`src/rtl/stump_mem_pkg.sv`:
```
// Shared types and defaults for the Stump memory-port arbiter.
// Holds the access-sequencing state enum, owner encoding and a counter-width helper.
package stump_mem_pkg;

    localparam int DEF_ADDR_W = 16;
    localparam int DEF_DATA_W = 16;

    typedef enum logic [1:0] {
        IDLE  = 2'd0,
        ISSUE = 2'd1,
        WAIT  = 2'd2,
        DONE  = 2'd3
    } arb_state_e;

    localparam logic OWN_CPU = 1'b0;
    localparam logic OWN_DMA = 1'b1;

    // Bits needed to hold values 0..n, never less than one.
    function automatic int bits_for(input int n);
        return (n < 2) ? 1 : $clog2(n + 1);
    endfunction

endpackage

```
`src/rtl/stump_arb_pick.sv`:
```
// Winner select for the shared memory port: fixed CPU priority, with DMA forced
// through once the CPU has won STARVE_LIM contended arbitrations in a row.
module stump_arb_pick
    import stump_mem_pkg::*;
#(
    parameter int STARVE_LIM = 4
) (
    input  logic clk,
    input  logic rst,
    input  logic cpu_req,
    input  logic dma_req,
    input  logic grant_en,
    output logic grant_dma
);

    localparam int CW = bits_for(STARVE_LIM);

    logic [CW-1:0] starve_cnt;
    logic          at_lim;

    assign at_lim    = (starve_cnt == CW'(STARVE_LIM));
    assign grant_dma = dma_req & (~cpu_req | at_lim);

    // Counts only CPU wins that made a waiting DMA lose; saturates at the limit.
    always_ff @(posedge clk) begin
        if (rst) begin
            starve_cnt <= '0;
        end else if (grant_en) begin
            if (grant_dma)
                starve_cnt <= '0;
            else if (dma_req && !at_lim)
                starve_cnt <= starve_cnt + 1'b1;
        end
    end

endmodule

```
`src/rtl/stump_mem_arbiter.sv`:
```
// Shares the single Stump memory port between the CPU and a DMA/debug master.
// One access at a time: IDLE (arbitrate) -> ISSUE (strobe) -> WAIT (MEM_LAT) -> DONE (ack).
module stump_mem_arbiter
    import stump_mem_pkg::*;
#(
    parameter int ADDR_W     = DEF_ADDR_W,
    parameter int DATA_W     = DEF_DATA_W,
    parameter int MEM_LAT    = 1,
    parameter int STARVE_LIM = 4
) (
    input  logic              clk,
    input  logic              rst,
    input  logic              cpu_req,
    input  logic              cpu_wen,
    input  logic [ADDR_W-1:0] cpu_addr,
    input  logic [DATA_W-1:0] cpu_wdata,
    output logic              cpu_ack,
    output logic [DATA_W-1:0] cpu_rdata,
    output logic              cpu_stall,
    input  logic              dma_req,
    input  logic              dma_wen,
    input  logic [ADDR_W-1:0] dma_addr,
    input  logic [DATA_W-1:0] dma_wdata,
    output logic              dma_ack,
    output logic [DATA_W-1:0] dma_rdata,
    output logic              mem_ren,
    output logic              mem_wen,
    output logic [ADDR_W-1:0] mem_addr,
    output logic [DATA_W-1:0] mem_wdata,
    input  logic [DATA_W-1:0] mem_rdata,
    output logic              owner
);

    localparam int LAT_W = bits_for(MEM_LAT - 1);

    typedef struct packed {
        logic              wen;
        logic [ADDR_W-1:0] addr;
        logic [DATA_W-1:0] wdata;
    } mem_req_t;

    arb_state_e        state, state_nxt;
    logic [LAT_W-1:0]  lat_cnt;
    mem_req_t          cpu_side, dma_side, req_q;
    logic              owner_q;
    logic [DATA_W-1:0] cpu_rdata_q, dma_rdata_q;
    logic              grant_en, grant_dma;
    logic              last_wait;

    assign cpu_side = '{wen: cpu_wen, addr: cpu_addr, wdata: cpu_wdata};
    assign dma_side = '{wen: dma_wen, addr: dma_addr, wdata: dma_wdata};

    assign grant_en  = (state == IDLE) & (cpu_req | dma_req);
    assign last_wait = (state == WAIT) & (lat_cnt == '0);

    stump_arb_pick #(
        .STARVE_LIM(STARVE_LIM)
    ) u_pick (
        .clk      (clk),
        .rst      (rst),
        .cpu_req  (cpu_req),
        .dma_req  (dma_req),
        .grant_en (grant_en),
        .grant_dma(grant_dma)
    );

    always_comb begin
        state_nxt = state;
        mem_ren   = 1'b0;
        mem_wen   = 1'b0;
        cpu_ack   = 1'b0;
        dma_ack   = 1'b0;
        case (state)
            IDLE: begin
                if (grant_en)
                    state_nxt = ISSUE;
            end
            ISSUE: begin
                mem_ren   = ~req_q.wen;
                mem_wen   = req_q.wen;
                state_nxt = WAIT;
            end
            WAIT: begin
                if (lat_cnt == '0)
                    state_nxt = DONE;
            end
            DONE: begin
                cpu_ack   = (owner_q == OWN_CPU);
                dma_ack   = (owner_q == OWN_DMA);
                state_nxt = IDLE;
            end
            default: state_nxt = IDLE;
        endcase
    end

    always_ff @(posedge clk) begin
        if (rst) begin
            state       <= IDLE;
            lat_cnt     <= '0;
            req_q       <= '0;
            owner_q     <= OWN_CPU;
            cpu_rdata_q <= '0;
            dma_rdata_q <= '0;
        end else begin
            state <= state_nxt;
            // Payload is frozen at grant; later changes by the requester are ignored.
            if (grant_en) begin
                owner_q <= grant_dma ? OWN_DMA : OWN_CPU;
                req_q   <= grant_dma ? dma_side : cpu_side;
            end
            if (state == ISSUE)
                lat_cnt <= LAT_W'(MEM_LAT - 1);
            else if (state == WAIT && lat_cnt != '0)
                lat_cnt <= lat_cnt - 1'b1;
            // Writes leave the owner's read register untouched.
            if (last_wait && !req_q.wen) begin
                if (owner_q == OWN_DMA)
                    dma_rdata_q <= mem_rdata;
                else
                    cpu_rdata_q <= mem_rdata;
            end
        end
    end

    assign mem_addr  = req_q.addr;
    assign mem_wdata = req_q.wdata;
    assign owner     = owner_q;
    assign cpu_rdata = cpu_rdata_q;
    assign dma_rdata = dma_rdata_q;
    assign cpu_stall = cpu_req & ~cpu_ack;

endmodule
```
`config.mk`:
```
export PLATFORM = sky130hd
export DESIGN_NAME = stump_mem_arbiter
export DESIGN_NICKNAME = d
export VERILOG_FILES = /design/src/rtl/stump_mem_pkg.sv /design/src/rtl/stump_arb_pick.sv /design/src/rtl/stump_mem_arbiter.sv
export SDC_FILE = /design/constraint.sdc
export NUM_CORES = 1
export LEC_CHECK = 0
export BUFFER_PORTS_ARGS = -buffer_cell sky130_fd_sc_hd__buf_2
export CORE_MARGIN = 1
export CORE_UTILIZATION = 42
export DETAILED_ROUTE_END_ITERATION = 16
export PLACE_DENSITY = 0.85
export SYNTH_ARGS = -nofsm -noshare
export SYNTH_HDL_FRONTEND = slang
export SYNTH_SLANG_ARGS = --single-unit
```
`constraint.sdc`:
```
create_clock -name clk -period 1.44 [get_ports clk]
set_input_delay 0.144 -clock clk [delete_from_list [all_inputs] [get_ports clk]]
set_output_delay 0.144 -clock clk [all_outputs]
set_load 0.02 [all_outputs]
```
* Word level (Yosys, flattened, before mapping)
Index checks and enable logic that the tools add are counted.
** Cells by class
- Add/sub/neg operators :: 2
- Equal/unequal tests :: 6
- Mux-type cells :: 11
- Bitwise gates (word level) :: 11
- Reductions and logical operators :: 12
** Operators with widths (count)
- 33-bit 2-to-1 mux :: 1
- 2-bit one-hot mux with 4 select lines :: 1
- 2-bit AND reduction :: 4
- 3-bit 2-to-1 mux :: 2
- 1-bit 2-to-1 mux :: 5
- 1-bit inverter :: 5
- 1-bit AND :: 4
- 2-bit == test, second input constant :: 2
- 2-bit 2-to-1 mux :: 2
- 2-bit inequality test, second input constant :: 2
- 3-bit by 1-bit adder with 3-bit output, second input constant :: 1
- 3-bit == test, second input constant :: 1
- 1-bit logical AND :: 3
- 2-bit by 1-bit == test with 1-bit output, second input constant :: 1
- 1-bit zero test :: 2
- 2-bit zero test :: 1
- 1-bit OR :: 2
- 2-bit nonzero test :: 1
- 2-bit OR reduction :: 1
- 1-bit subtractor, second input constant :: 1
** Word-level totals
- Register bits :: 72
- Input bits :: 86
- Output and inout port bits :: 70

* Logic depth before layout (Yosys ltp)
- Depth in word-level cells :: 5
- Gate-level depth with buffers :: 7
- Depth with buffers taken out :: 5

* Cells and area by module
A second synthesis with hierarchy kept.
** Unflattened totals
- Cell total of the unflattened synthesis :: 370
- Area, all modules :: 3251.9 um2
** Modules (own cells, without submodules)
- stump_mem_arbiter :: times used 1, cells an instance 349, area each 3081.7 um2
- stump_arb_pick :: times used 1, cells an instance 21, area each 170.2 um2

* Worst setup path after synthesis
Ideal clock, no wire load.
- Path type :: register -> register
- Start :: register state[0]
- End :: register cpu_rdata_q[10], in the netlist cpu_rdata[10]
- Library setup time :: 0.132 ns
- Arrival :: 1.465 ns
- Data required time :: 1.308 ns
- Path slack :: -0.157 ns
- Stages on the path, launching flop included :: 8
- Path buffers :: 2
- Period minus slack after synthesis :: 1.597 ns
- Cell sequence :: dfxtp_1 > inv_1 > ha_1 > or4b_1 > buf_2 > buf_6 > nand2_1 > a21oi_1
** On the way
- Word-level cells in the longest chain between the ends :: 4
** RTL lines
- from (decl) :: line stump_mem_arbiter.sv:42 : arb_state_e state, state_nxt;
- from (signal assigned) :: line stump_mem_arbiter.sv:105 : state <= state_nxt;
- 2-bit == test :: line stump_mem_arbiter.sv:54 : assign last_wait = (state == WAIT) & (lat_cnt == '0);
- 1-bit AND :: line stump_mem_arbiter.sv:54
- 1-bit logical AND :: line stump_mem_arbiter.sv:116 : if (last_wait && !req_q.wen) begin
- 2-bit AND reduction (no source line)
- to (signal assigned) :: line stump_mem_arbiter.sv:120 : cpu_rdata_q <= mem_rdata;
- to (decl) :: line stump_mem_arbiter.sv:46 : logic [DATA_W-1:0] cpu_rdata_q, dma_rdata_q;
No other way between the ends.
A chain may end at the register's enable or synchronous reset.

* Worst setup path in the final report
- Start :: register state[1]
- End :: register state[1]
** On the way
- Word-level cells in the longest chain between the ends :: 4
** RTL lines
- 2-bit zero test :: line stump_mem_arbiter.sv:53, stump_mem_arbiter.sv:73
- 1-bit AND :: line stump_mem_arbiter.sv:53 : assign grant_en = (state == IDLE) & (cpu_req | dma_req);
- 2-bit inequality test (no source line)
- 2-bit AND reduction (no source line)
Several ways; a longest one is shown, not always the timed one.

==> impl_metrics.toml <==
[final_layout]
final_cell_mix = "buf_2, dfxtp_1, nand2_1"
drive_gt1_share_pct = 39.9
layout.nets = 634
syn_to_final_growth_pct = 35.8
num_antenna_cells = 0
fin_area_sq_um = 4550
final_common_cell = "buf_2"

[setup_path]
required_ns = 1.70
crit_type = "flop to flop"
r2r_end = "state[1]"
crit_path_max_fanout = 4
crit_chain = "buf_4, inv_4, ha_4, or3b_2, a21o_1, a21oi_1"
r2r_start = "state[1]"
max_stage_delay_ns = 0.50
startpoint = "state[1]"
worstSetupEndpointType = "flop"
slowest_stage = "or3b_2"
endpoint = "state[1]"
cp-start-kind = "flop"
r2r_slack_ns = -0.11
reg2reg_depth = 6
cp.arrival_ns = 1.82

[global_route]
first_global_vias = 3156
grt_max_degree = 73
grt_overflow = 0
antenna_found_initial = 0
grt_pass1_wl_mm = 14.1
grt.total_usage_pct = 21.0

[drt]
drc = 0
viasPerCell = 5.14
drt-initial-drc-count = 124
first_pass_iters = 4
wl_per_cell_um = 13.7
finalWirelength_mm = 8.85
vias = 3329
drtAntennaViolNets = 0

[timing]
fin_hold_ws_ns = 0.0549
hold_viol = 0
max_freq_mhz = 645
skew_ns = 0.00756
worstMarginPinSlew_ns = 0.358
rsz0062_at_grt = "true"
slew-limit-headroom_pct = 76.1
setup_ws_ns = -0.111
setup_viol = 41
maxSlewViolCount = 0
period_share_pct = 108
timing.final.crit_period_ns = 1.55

[yosys]
ys_types = 33
yosys.area.top_type = "dfxtp_1"
synth_ff_type = "dfxtp_1"
synth_top_area_share_pct = 43.0
postSynthCellCount = 417
synth.area.top_cells = "dfxtp_1, a311oi_1, nand2_1"
ys_seq_area_share_pct = 43.0
synth-seq-cells = 72
yosys_warnings = 0
syn_avg_cell_area_sq_um = 8.03
syn-num-nets = 510
synth_edf_count = 0
syn-cell-area_sq_um = 3350
async_reset_ff_share_pct = 0

[die]
die_height_um = 91.3
ios = 156
placementRows = 32
core_region_area_sq_um = 7730
start_util_pct = 43.3
die_area_sq_um = 8330
die_width_um = 91.3

[power]
clockPowerShare_pct = 26.3
netSwitchingPower_uw = 2590
swShare_pct = 35.1
power.internal_uw = 4800
p_seq_share_pct = 35.6
ir_drop_v = 0.000744
power_density_nw_per_um2 = 1620
leakage_uw = 0.00198
comb_power_share_pct = 38.1
finalPower_uw = 7390

[clock_tree]
cts_tree = "done"
clk_path_buf_depth = 2
cts.htree.levels = 3
ctsHoldBuffers = 0
clk_pin_slew_ns = 0.08
cts.sinks = 72
insertion_delay_ns = 0.34
cts_root_buf = "clkbuf_8"
cts_made_buffers = 9

[placed_design]
pre_cts_ws_ns = -0.0488
postPlaceCellArea_sq_um = 4110
routabilityCongestion = 0.768
io_buffers = 155
dp_hpwl_mm = 6.02

[outcome]
violations = "setup timing"
outcome = "complete, but fails checks"

[hold_path]
hp-class = "input port to flop"
min-delay-start = "mem_rdata[12]"

[flow_run]
cap_viol_max_count = 0
[area by class of cell]
| class | count | area (sq um) |
|---|---|---|
| clock buffer | 11 | 141 |
| inverter | 5 | 21.3 |
| multi-input combinational | 272 | 1580 |
| sequential | 72 | 1450 |
| clock inverter | 5 | 104 |
| fill | 692 | 3180 |
| tap | 102 | 128 |
| timing repair buffer | 181 | 1120 |
[through the flow]
step,setup TNS [ns],utilization (%),cells
final,-1.65,58.9,648
after CTS,-0.715,57.4,643
after global placement,0,53.2,626
after detailed placement,-0.147,53.2,626
after floorplan,-0.847,-,417
after global routing,-6.32,58.9,648
[power by group through the flow]
stage	clock, uW	combinational [uW]	sequential, uW
2_1_floorplan	0	1930	2720
4_1_cts	1980	2660	2620
3_3_place_gp	0	2470	2640
6_report	1950	2810	2630
5_1_grt	2080	3090	2670
3_5_place_dp	0	2530	2650
[synth_stat cells (3+ instances only)]
library cell	instances
a21oi_1	38
a311oi_1	33
buf_1	3
buf_2	13
buf_4	33
clkbuf_1	16
dfxtp_1	72
ha_1	7
inv_1	5
nand2_1	70
nand3_1	35
nor2_1	34
o21ai_0	32
o21ai_1	3
[worst max-delay path: cells and delay by family, from the launching register on]
| kind | cells | cell delay [ns] |
|---|---|---|
| flip-flops | 1 | 0.35 |
| AO/OA/AOI/OAI | 2 | 0.30 |
| buffers and inverters | 2 | 0.20 |
| AND/OR/NAND/NOR | 1 | 0.50 |
| adder cells (fa/ha/maj) | 1 | 0.13 |
[flip-flops by register name, indices dropped and copies added, names as in the netlist]
register and cells:
cpu_rdata 16, dma_rdata 16, mem_addr 16, mem_wdata 16, u_pick.starve_cnt 3, state 2
lat_cnt 1, owner 1, req_q 1
[timing repair]
action / CTS / global route
resized for setup: 15 / 23
cloned: 0 / 2
endpoints found under the setup margin: 21 / 74
pin swaps: 17 / 5
buffers inserted: 1 / 3
[kinds of logic after synthesis]
kind of cell,count (synthesis),share of synthesized area [%]
AOI/OAI and AO/OA,111,20.9
adders and majority gates,7,2.62
buffers and inverters,73,12.7
DFF,72,43.0
and+or+nand+nor,154,20.8
[worst min-delay path by stage]
stage / to / slack (ns) / cells past startpoint
finish: dma_rdata[12] / 0.05 / 3
global route: dma_rdata[12] / 0.04 / 3
CTS: dma_rdata[12] / 0.04 / 3
detailed placement: dma_rdata[8] / 0.41 / 3
global placement: dma_rdata[10] / 0.40 / 3
floorplan: cpu_rdata[0] / 0.28 / 2
[routing by layer]
layer	GRT usage, %	vias up	wire, um
met1	24.1	1496	3860
met2	37.4	151	4180
li1	-	1669	-
met5	0	-	0
met3	5.19	13	660
met4	8.07	0	147
Power figures use the tool's default switching activity.
